$ cat src/rtl/uart_pkg.sv
// Shared UART definitions: default word width and receiver state encoding.
package uart_pkg;

    localparam int unsigned UART_D_WIDTH = 13;

    typedef logic [1:0] rx_state_t;

    localparam rx_state_t RX_IDLE      = 2'd0;
    localparam rx_state_t RX_DATA      = 2'd1;
    localparam rx_state_t RX_STOP      = 2'd2;
    localparam rx_state_t RX_WAIT_IDLE = 2'd3;

endpackage

$ cat src/rtl/uart_rx_sync.sv
// Serial input synchroniser; flops reset to the idle line level (1).
module uart_rx_sync #(
    parameter int unsigned SYNC_STAGES = 2
) (
    input  logic clk,
    input  logic rst,
    input  logic rx_i,
    output logic rx_s_o
);

    if (SYNC_STAGES == 0) begin : g_bypass
        assign rx_s_o = rx_i;
    end else begin : g_chain
        logic [SYNC_STAGES-1:0] sync_q;

        always_ff @(posedge clk or negedge rst) begin
            if (!rst) begin
                sync_q <= '1;
            end else begin
                sync_q[0] <= rx_i;
                for (int i = 1; i < int'(SYNC_STAGES); i++) begin
                    sync_q[i] <= sync_q[i-1];
                end
            end
        end

        assign rx_s_o = sync_q[SYNC_STAGES-1];
    end

endmodule

$ cat src/rtl/uart_receive.sv
// UART receiver: one bit per clock, start/data(LSB first)/stop, with a
// 1-entry valid/ready holding register and framing/overrun pulses.
module uart_receive
    import uart_pkg::*;
#(
    parameter int unsigned D_WIDTH     = UART_D_WIDTH,
    parameter int unsigned SYNC_STAGES = 2
) (
    input  logic               clk,
    input  logic               rst,
    input  logic               rx,
    output logic [D_WIDTH-1:0] rx_data,
    output logic               rx_valid,
    input  logic               rx_ready,
    output logic               rx_busy,
    output logic               rx_frame_err,
    output logic               rx_overrun
);

    localparam int unsigned CNT_W = $clog2(D_WIDTH + 1);
    localparam logic [CNT_W-1:0] CntLast = CNT_W'(D_WIDTH - 1);

    logic               rx_s;
    rx_state_t          state_q, state_d;
    logic [CNT_W-1:0]   cnt_q, cnt_d;
    logic [D_WIDTH-1:0] shift_q, shift_d;
    logic [D_WIDTH-1:0] data_q, data_d;
    logic               valid_q, valid_d;
    logic               busy_q, err_q, ovr_q;
    logic               frame_good, frame_bad, overrun_d;

    uart_rx_sync #(
        .SYNC_STAGES(SYNC_STAGES)
    ) u_sync (
        .clk   (clk),
        .rst   (rst),
        .rx_i  (rx),
        .rx_s_o(rx_s)
    );

    always_comb begin
        state_d    = state_q;
        cnt_d      = cnt_q;
        shift_d    = shift_q;
        frame_good = 1'b0;
        frame_bad  = 1'b0;
        case (state_q)
            RX_IDLE: begin
                if (!rx_s) begin
                    state_d = RX_DATA;
                    cnt_d   = '0;
                end
            end
            RX_DATA: begin
                shift_d = {rx_s, shift_q[D_WIDTH-1:1]};
                if (cnt_q == CntLast) begin
                    state_d = RX_STOP;
                    cnt_d   = '0;
                end else begin
                    cnt_d = cnt_q + 1'b1;
                end
            end
            RX_STOP: begin
                if (rx_s) begin
                    state_d    = RX_IDLE;
                    frame_good = 1'b1;
                end else begin
                    state_d   = RX_WAIT_IDLE;
                    frame_bad = 1'b1;
                end
            end
            RX_WAIT_IDLE: begin
                // A stuck-low line must return high before a new start bit counts.
                if (rx_s) begin
                    state_d = RX_IDLE;
                end
            end
            default: state_d = RX_IDLE;
        endcase
    end

    always_comb begin
        data_d    = data_q;
        valid_d   = valid_q;
        overrun_d = 1'b0;
        if (frame_good && (!valid_q || rx_ready)) begin
            data_d  = shift_q;
            valid_d = 1'b1;
        end else begin
            if (frame_good) begin
                overrun_d = 1'b1;
            end
            if (valid_q && rx_ready) begin
                valid_d = 1'b0;
            end
        end
    end

    always_ff @(posedge clk or negedge rst) begin
        if (!rst) begin
            state_q <= RX_IDLE;
            cnt_q   <= '0;
            shift_q <= '0;
            data_q  <= '0;
            valid_q <= 1'b0;
            busy_q  <= 1'b0;
            err_q   <= 1'b0;
            ovr_q   <= 1'b0;
        end else begin
            state_q <= state_d;
            cnt_q   <= cnt_d;
            shift_q <= shift_d;
            data_q  <= data_d;
            valid_q <= valid_d;
            busy_q  <= (state_d != RX_IDLE);
            err_q   <= frame_bad;
            ovr_q   <= overrun_d;
        end
    end

    assign rx_data      = data_q;
    assign rx_valid     = valid_q;
    assign rx_busy      = busy_q;
    assign rx_frame_err = err_q;
    assign rx_overrun   = ovr_q;

endmodule

$ cat config.mk
export PLATFORM = sky130hd
export DESIGN_NAME = uart_receive
export DESIGN_NICKNAME = d
export VERILOG_FILES = /design/src/rtl/uart_pkg.sv /design/src/rtl/uart_rx_sync.sv /design/src/rtl/uart_receive.sv
export SDC_FILE = /design/constraint.sdc
export NUM_CORES = 1
export LEC_CHECK = 0
export BUFFER_PORTS_ARGS = -buffer_cell sky130_fd_sc_hd__buf_2
export CORE_MARGIN = 8
export CORE_UTILIZATION = 40
export CTS_BUF_LIST = sky130_fd_sc_hd__clkbuf_8 sky130_fd_sc_hd__clkbuf_16
export CTS_CLUSTER_DIAMETER = 50
export DETAILED_ROUTE_END_ITERATION = 10
export PLACE_DENSITY_LB_ADDON = 0.08
export SYNTH_ARGS = -nofsm -noshare
export SYNTH_HDL_FRONTEND = slang
export SYNTH_SLANG_ARGS = --single-unit
$ cat constraint.sdc
create_clock -name clk -period 1.6 [get_ports clk]
set_clock_uncertainty 0.05 [all_clocks]
set_input_delay 0.24 -clock clk [delete_from_list [all_inputs] [get_ports clk]]
set_output_delay 0.24 -clock clk [all_outputs]
set_load 0.05 [all_outputs]
Yosys cells after proc, flatten, opt, wreduce, memory -nomap -nowiden --
Index checks and enable logic that the tools add are counted.
Operators by class: add/subtract/negate cells 1, equality and inequality tests 5, muxes and demuxes 16, reduce and logical (&&, ||, !) cells 9
Operators with widths (count):
- 1-bit two-way mux | 8
- 2-bit two-way mux | 4
- 4-bit two-way mux | 2
- 2-bit one-hot mux with 4 select lines | 1
- 4-bit one-hot mux with 2 select lines | 1
- 2-bit nonzero test | 3
- 4-bit by 1-bit adder with 4-bit output (second input constant) | 1
- 2-bit equality test (second input constant) | 2
- 4-bit equality test (second input constant) | 1
- 2-bit by 1-bit equality test with 1-bit output (second input constant) | 1
- 1-bit logical AND | 2
- 2-bit logical NOT | 1
- 2-bit inequality test (second input constant) | 1
- 2-bit AND reduction | 1
- 1-bit logical NOT | 1
- 1-bit logical OR | 1
Word-level totals: register bits after elaboration 38, output and inout port bits 17, logic and storage cells 40

Depth between registers and ports, before layout --
depth in word-level cells 4, depth in mapped cells 5, depth with buffers taken out 4

Cells and area by module --
A second synthesis with hierarchy kept.
Second synthesis, totals: cells, all modules 127, area, all modules 1547.7 um^2
By module, submodules not included:
- uart_receive | times used 1, cells each 125, area each 1495.2 um^2, seq. area each 900.9 um^2
- uart_rx_sync | times used 1, cells each 2, area each 52.6 um^2, seq. area each 52.6 um^2

Least setup slack after synthesis --
OpenSTA, ideal clock, no wires.
path kind register to register, from register valid_q, in the netlist rx_valid, to register data_q[10], in the netlist rx_data[10], data arrival time 1.384 ns, data required time 1.425 ns, setup slack 0.041 ns, cell stages (with the launch flop) 5, period minus slack after synthesis 1.559 ns, path through dfrtp_1 -> nand2b_1 -> nor2b_4 -> buf_12 -> mux2_4
On the way: cells in the longest elaborated chain, start to end 3
Ends and longest elaborated chain:
- from (decl) | RTL line uart_receive.sv:28 | logic valid_q, valid_d;
- from (signal assigned) | RTL line uart_receive.sv:114 | valid_q <= valid_d;
- 1-bit logical NOT | RTL line uart_receive.sv:86 | if (frame_good && (!valid_q || rx_ready)) begin
- 1-bit logical OR | RTL line uart_receive.sv:86
- 1-bit logical AND | RTL line uart_receive.sv:86
- to (signal assigned) | RTL line uart_receive.sv:113 | data_q <= data_d;
- to (decl) | RTL line uart_receive.sv:27 | logic [D_WIDTH-1:0] data_q, data_d;
Every way passes these cells. A chain may end at the register's enable or synchronous reset.

Final worst setup path --
from register u_sync.g_chain.sync_q[1], to register data_q[11], in the netlist rx_data[11]
On the way: cells in the longest elaborated chain, start to end 3
Ends and longest elaborated chain:
- from (decl) | RTL line uart_rx_sync.sv:14 | logic [SYNC_STAGES-1:0] sync_q;
- from (signal, indexed assignment) | RTL line uart_rx_sync.sv:22 | sync_q[i] <= sync_q[i-1];
- 1-bit two-way mux | RTL line uart_receive.sv:64 | if (rx_s) begin
- 1-bit two-way mux | RTL line uart_receive.sv:47 | case (state_q)
- 1-bit logical AND | RTL line uart_receive.sv:86
Every way passes these cells.

==> flow_summary.ini <==
[run_status]
run_status = complete, no violations

[worst_setup_path]
crit_buf_inv = 1
path_cells = nand3b_4 > nor2b_4 > buf_12 > mux2_4
setup.worst_path.class = register to register
ff2ff_setup_slack_ns = 0.11
crit_arrival_ns = 1.61
critical-path-top-delay-family = flip-flops
cp-end-kind = register
r2r-start = u_sync.g_chain.sync_q[1]
regToRegEndpoint = rx_data[11]
worst-r2r-cell-count = 4
crit_path_max_fanout = 10
start_kind = register
critical-path-max-stage-delay_ns = 0.56
required_ns = 1.72
critical_path.slowest_cell = sky130_fd_sc_hd__dfstp_2

[place]
dp_slack_ns = 0.117
routabilityCongestion = 0.693
place_hpwl_mm = 1.81
place_area_um2 = 1710
i_o_buffers = 20

[detailed_routing]
route.antenna.remaining_nets = 0
via_per_inst = 4.67
routed-via-count = 953
drt-pass1-iter-count = 4
wl_mm = 2.66
drt_iter0_markers = 63
average_routed_wire_per_standard_cell_um = 13.0
post-route-drc-count = 0

[clock_tree]
clock_slew_at_reported_path_ffs_ns = 0.07
post-cts-setup-buffers = 0
cts.path.max_buffers = 2
cts_tree = done
htree_levels = 2
clock_sinks = 38
cts.repair.resized = 0
insertion_delay_ns = 0.28
hold_buffers = 2
number_of_buffers_inserted_during_clock_tree_synthesis = 5
cts.root.buffer_cell = sky130_fd_sc_hd__clkbuf_8

[sta]
postLayoutSetupSlackWorst_ns = 0.112
final.min_clock_period_ns = 1.49
final_min_period_over_clock_period = 0.930
count_of_final_setup_violators = 0
timing.max_slew.rel_slack = 0.694
drv_slew = 0
report.final.hold_viol_count = 0
rsz_0062_raised_after_global_routing = false
maxClockFrequency_mhz = 672
max_slew.worst_pin.slew_ns = 0.459
totalNegativeSetupSlack_ns = 0

[pwr]
power.leakage_nw = 0.971
power.total_mw = 4.05
worst_ir_drop_vdd_v = 0.000959
power-per-cell-area_nw_per_um2 = 2200

[global_routing]
grt_overflow_total = 0
grt_antenna_before_repair = 0
groute.usage.overall = 0.0940
grt_pass1_vias = 1003
grt_first_pass_wirelength_mm = 4.60
grt_start_max_net_pins = 39

[yosys]
synth_top_cells_by_area = sky130_fd_sc_hd__dfrtp_1, sky130_fd_sc_hd__nand2_1, sky130_fd_sc_hd__mux2_4
syn-cell-area_um2 = 1540
post-synth-top-area-cell = sky130_fd_sc_hd__dfrtp_1
ys_warn_count = 0
synth-seq-area-share = 0.619
synth.top_cell.area_share = 0.584
syn_area_per_cell_um2 = 12.3
syn_nets = 131
synth_cell_type_count = 28
synth-seq-cells = 38
synth_instances = 125

[layout]
multi_input_area_um2 = 528
fillerInstances = 336
fin_area_um2 = 1840
final_net_count = 161
post_route_cells_drive_above_1_share = 0.327
antenna_cells = 0
seq_area_um2 = 953
flow.area_growth_from_synthesis_pct = 19.3

[floorplan]
design.die.area_um2 = 6100
core_region_area_um2 = 3690
start_util = 0.418
floorplan.rows = 22
boundaryPins = 21
die_width_um = 78.1
die_height_um = 78.1

[min_path]
hold-path-endpoint = rx_overrun
worst_hold_startpoint = rx_ready
hold_path_depth = 3
hold_path_class = input pin to register

[flow_run]
drv.max_cap_violation_count = 0
==> worst max-delay path by stage <==
stage / depth (start not counted) / slack (ns) / startpoint / end
floorplan: 4 / 0.04 / rx_valid / rx_data[10]
global placement: 4 / 0.14 / u_sync.g_chain.sync_q[1] / rx_data[9]
detailed placement: 4 / 0.12 / u_sync.g_chain.sync_q[1] / rx_data[8]
CTS: 4 / 0.11 / u_sync.g_chain.sync_q[1] / rx_data[11]
global route: 4 / 0.05 / u_sync.g_chain.sync_q[1] / rx_data[8]
finish: 4 / 0.11 / u_sync.g_chain.sync_q[1] / rx_data[11]
==> layout make-up <==
| cell class | instances | area share |
|---|---|---|
| Timing Repair Buffer | 27 | 0.0925 |
| Tap cell | 48 | 0.0327 |
| Clock buffer | 5 | 0.0374 |
| Multi-Input combinational cell | 78 | 0.287 |
| Clock inverter | 3 | 0.0218 |
| Sequential cell | 38 | 0.518 |
| Inverter | 5 | 0.0102 |
==> power by group <==
| group | leakage (nW) | internal, mW | total [mW] | switching, mW |
|---|---|---|---|---|
| combinational | 0.442 | 0.580 | 1.68 | 1.10 |
| clock | 0.0579 | 0.458 | 0.779 | 0.321 |
| sequential | 0.471 | 1.34 | 1.59 | 0.251 |
==> synthesized netlist by cell type <==
master,count
sky130_fd_sc_hd__a2111o_1,1
sky130_fd_sc_hd__a211o_1,1
sky130_fd_sc_hd__a21oi_1,2
sky130_fd_sc_hd__a31oi_1,1
sky130_fd_sc_hd__and2b_1,1
sky130_fd_sc_hd__and3_1,1
sky130_fd_sc_hd__buf_12,1
sky130_fd_sc_hd__buf_2,2
sky130_fd_sc_hd__buf_6,1
sky130_fd_sc_hd__dfrtp_1,36
sky130_fd_sc_hd__dfstp_2,2
sky130_fd_sc_hd__ha_1,2
sky130_fd_sc_hd__inv_1,5
sky130_fd_sc_hd__mux2_2,3
sky130_fd_sc_hd__mux2_4,10
sky130_fd_sc_hd__nand2_1,43
sky130_fd_sc_hd__nand2b_1,1
sky130_fd_sc_hd__nand2b_4,1
sky130_fd_sc_hd__nand3_1,1
sky130_fd_sc_hd__nand3b_4,1
sky130_fd_sc_hd__nor2_1,2
sky130_fd_sc_hd__nor2b_4,1
sky130_fd_sc_hd__nor3_1,1
sky130_fd_sc_hd__o21a_1,1
sky130_fd_sc_hd__o21ai_0,1
sky130_fd_sc_hd__o221ai_1,1
sky130_fd_sc_hd__o22ai_1,1
sky130_fd_sc_hd__o2bb2ai_1,1
==> logic make-up (layout without fill, tap and decap cells) <==
kind of cell | Yosys count | count (layout) | synth area share
flops | 38 | 38 | 0.619
simple gates | 53 | 53 | 0.160
compound gates | 10 | 10 | 0.0471
fa+ha+maj | 2 | 2 | 0.0162
mux | 13 | 13 | 0.119
buf+inv | 9 | 40 | 0.0390
==> flip-flops by register name, indices dropped and copies added, names as in the netlist <==
signal,cells
rx_data,13
rx_frame_err,1
cnt_q,4
state_q,2
shift_q,13
rx_busy,1
rx_valid,1
rx_overrun,1
u_sync.g_chain.sync_q,2
==> through the flow <==
step           cells  hold WS [ns]   util
6_report         204         0.203  0.499
5_1_grt          204         0.235  0.499
4_1_cts          204         0.194  0.499
3_5_place_dp     194         0.265  0.464
3_3_place_gp     194         0.257  0.464
2_1_floorplan    125        -0.106      -
==> cells in the final DEF, fill, tap and decap left out, types with 2 or more instances in the layout <==
master / n
sky130_fd_sc_hd__nand2_1: 43
sky130_fd_sc_hd__dfrtp_1: 36
sky130_fd_sc_hd__buf_2: 20
sky130_fd_sc_hd__mux2_4: 10
sky130_fd_sc_hd__inv_1: 5
sky130_fd_sc_hd__clkbuf_8: 5
sky130_fd_sc_hd__buf_4: 4
sky130_fd_sc_hd__mux2_2: 3
sky130_fd_sc_hd__nor2_1: 2
sky130_fd_sc_hd__a21oi_1: 2
sky130_fd_sc_hd__ha_1: 2
sky130_fd_sc_hd__clkinv_2: 2
sky130_fd_sc_hd__dlygate4sd3_1: 2
sky130_fd_sc_hd__dfstp_2: 2
==> worst register-to-register path, stage by stage, from the launching register on <==
cell,delay (ns)
sky130_fd_sc_hd__dfstp_2,0.56
sky130_fd_sc_hd__nand3b_4,0.10
sky130_fd_sc_hd__nor2b_4,0.19
sky130_fd_sc_hd__buf_12,0.17
sky130_fd_sc_hd__mux2_4,0.30
==> layer usage <==
| layer | track usage | vias up | wire length [µm] |
|---|---|---|---|
| met4 | 0.0370 | 0 | 22 |
| li1 | - | 466 | - |
| met1 | 0.113 | 463 | 1220 |
| met2 | 0.137 | 22 | 1190 |
| met5 | 0 | - | 0 |
| met3 | 0.0524 | 2 | 221 |
Note: power is estimated with default switching activity, not from simulation.
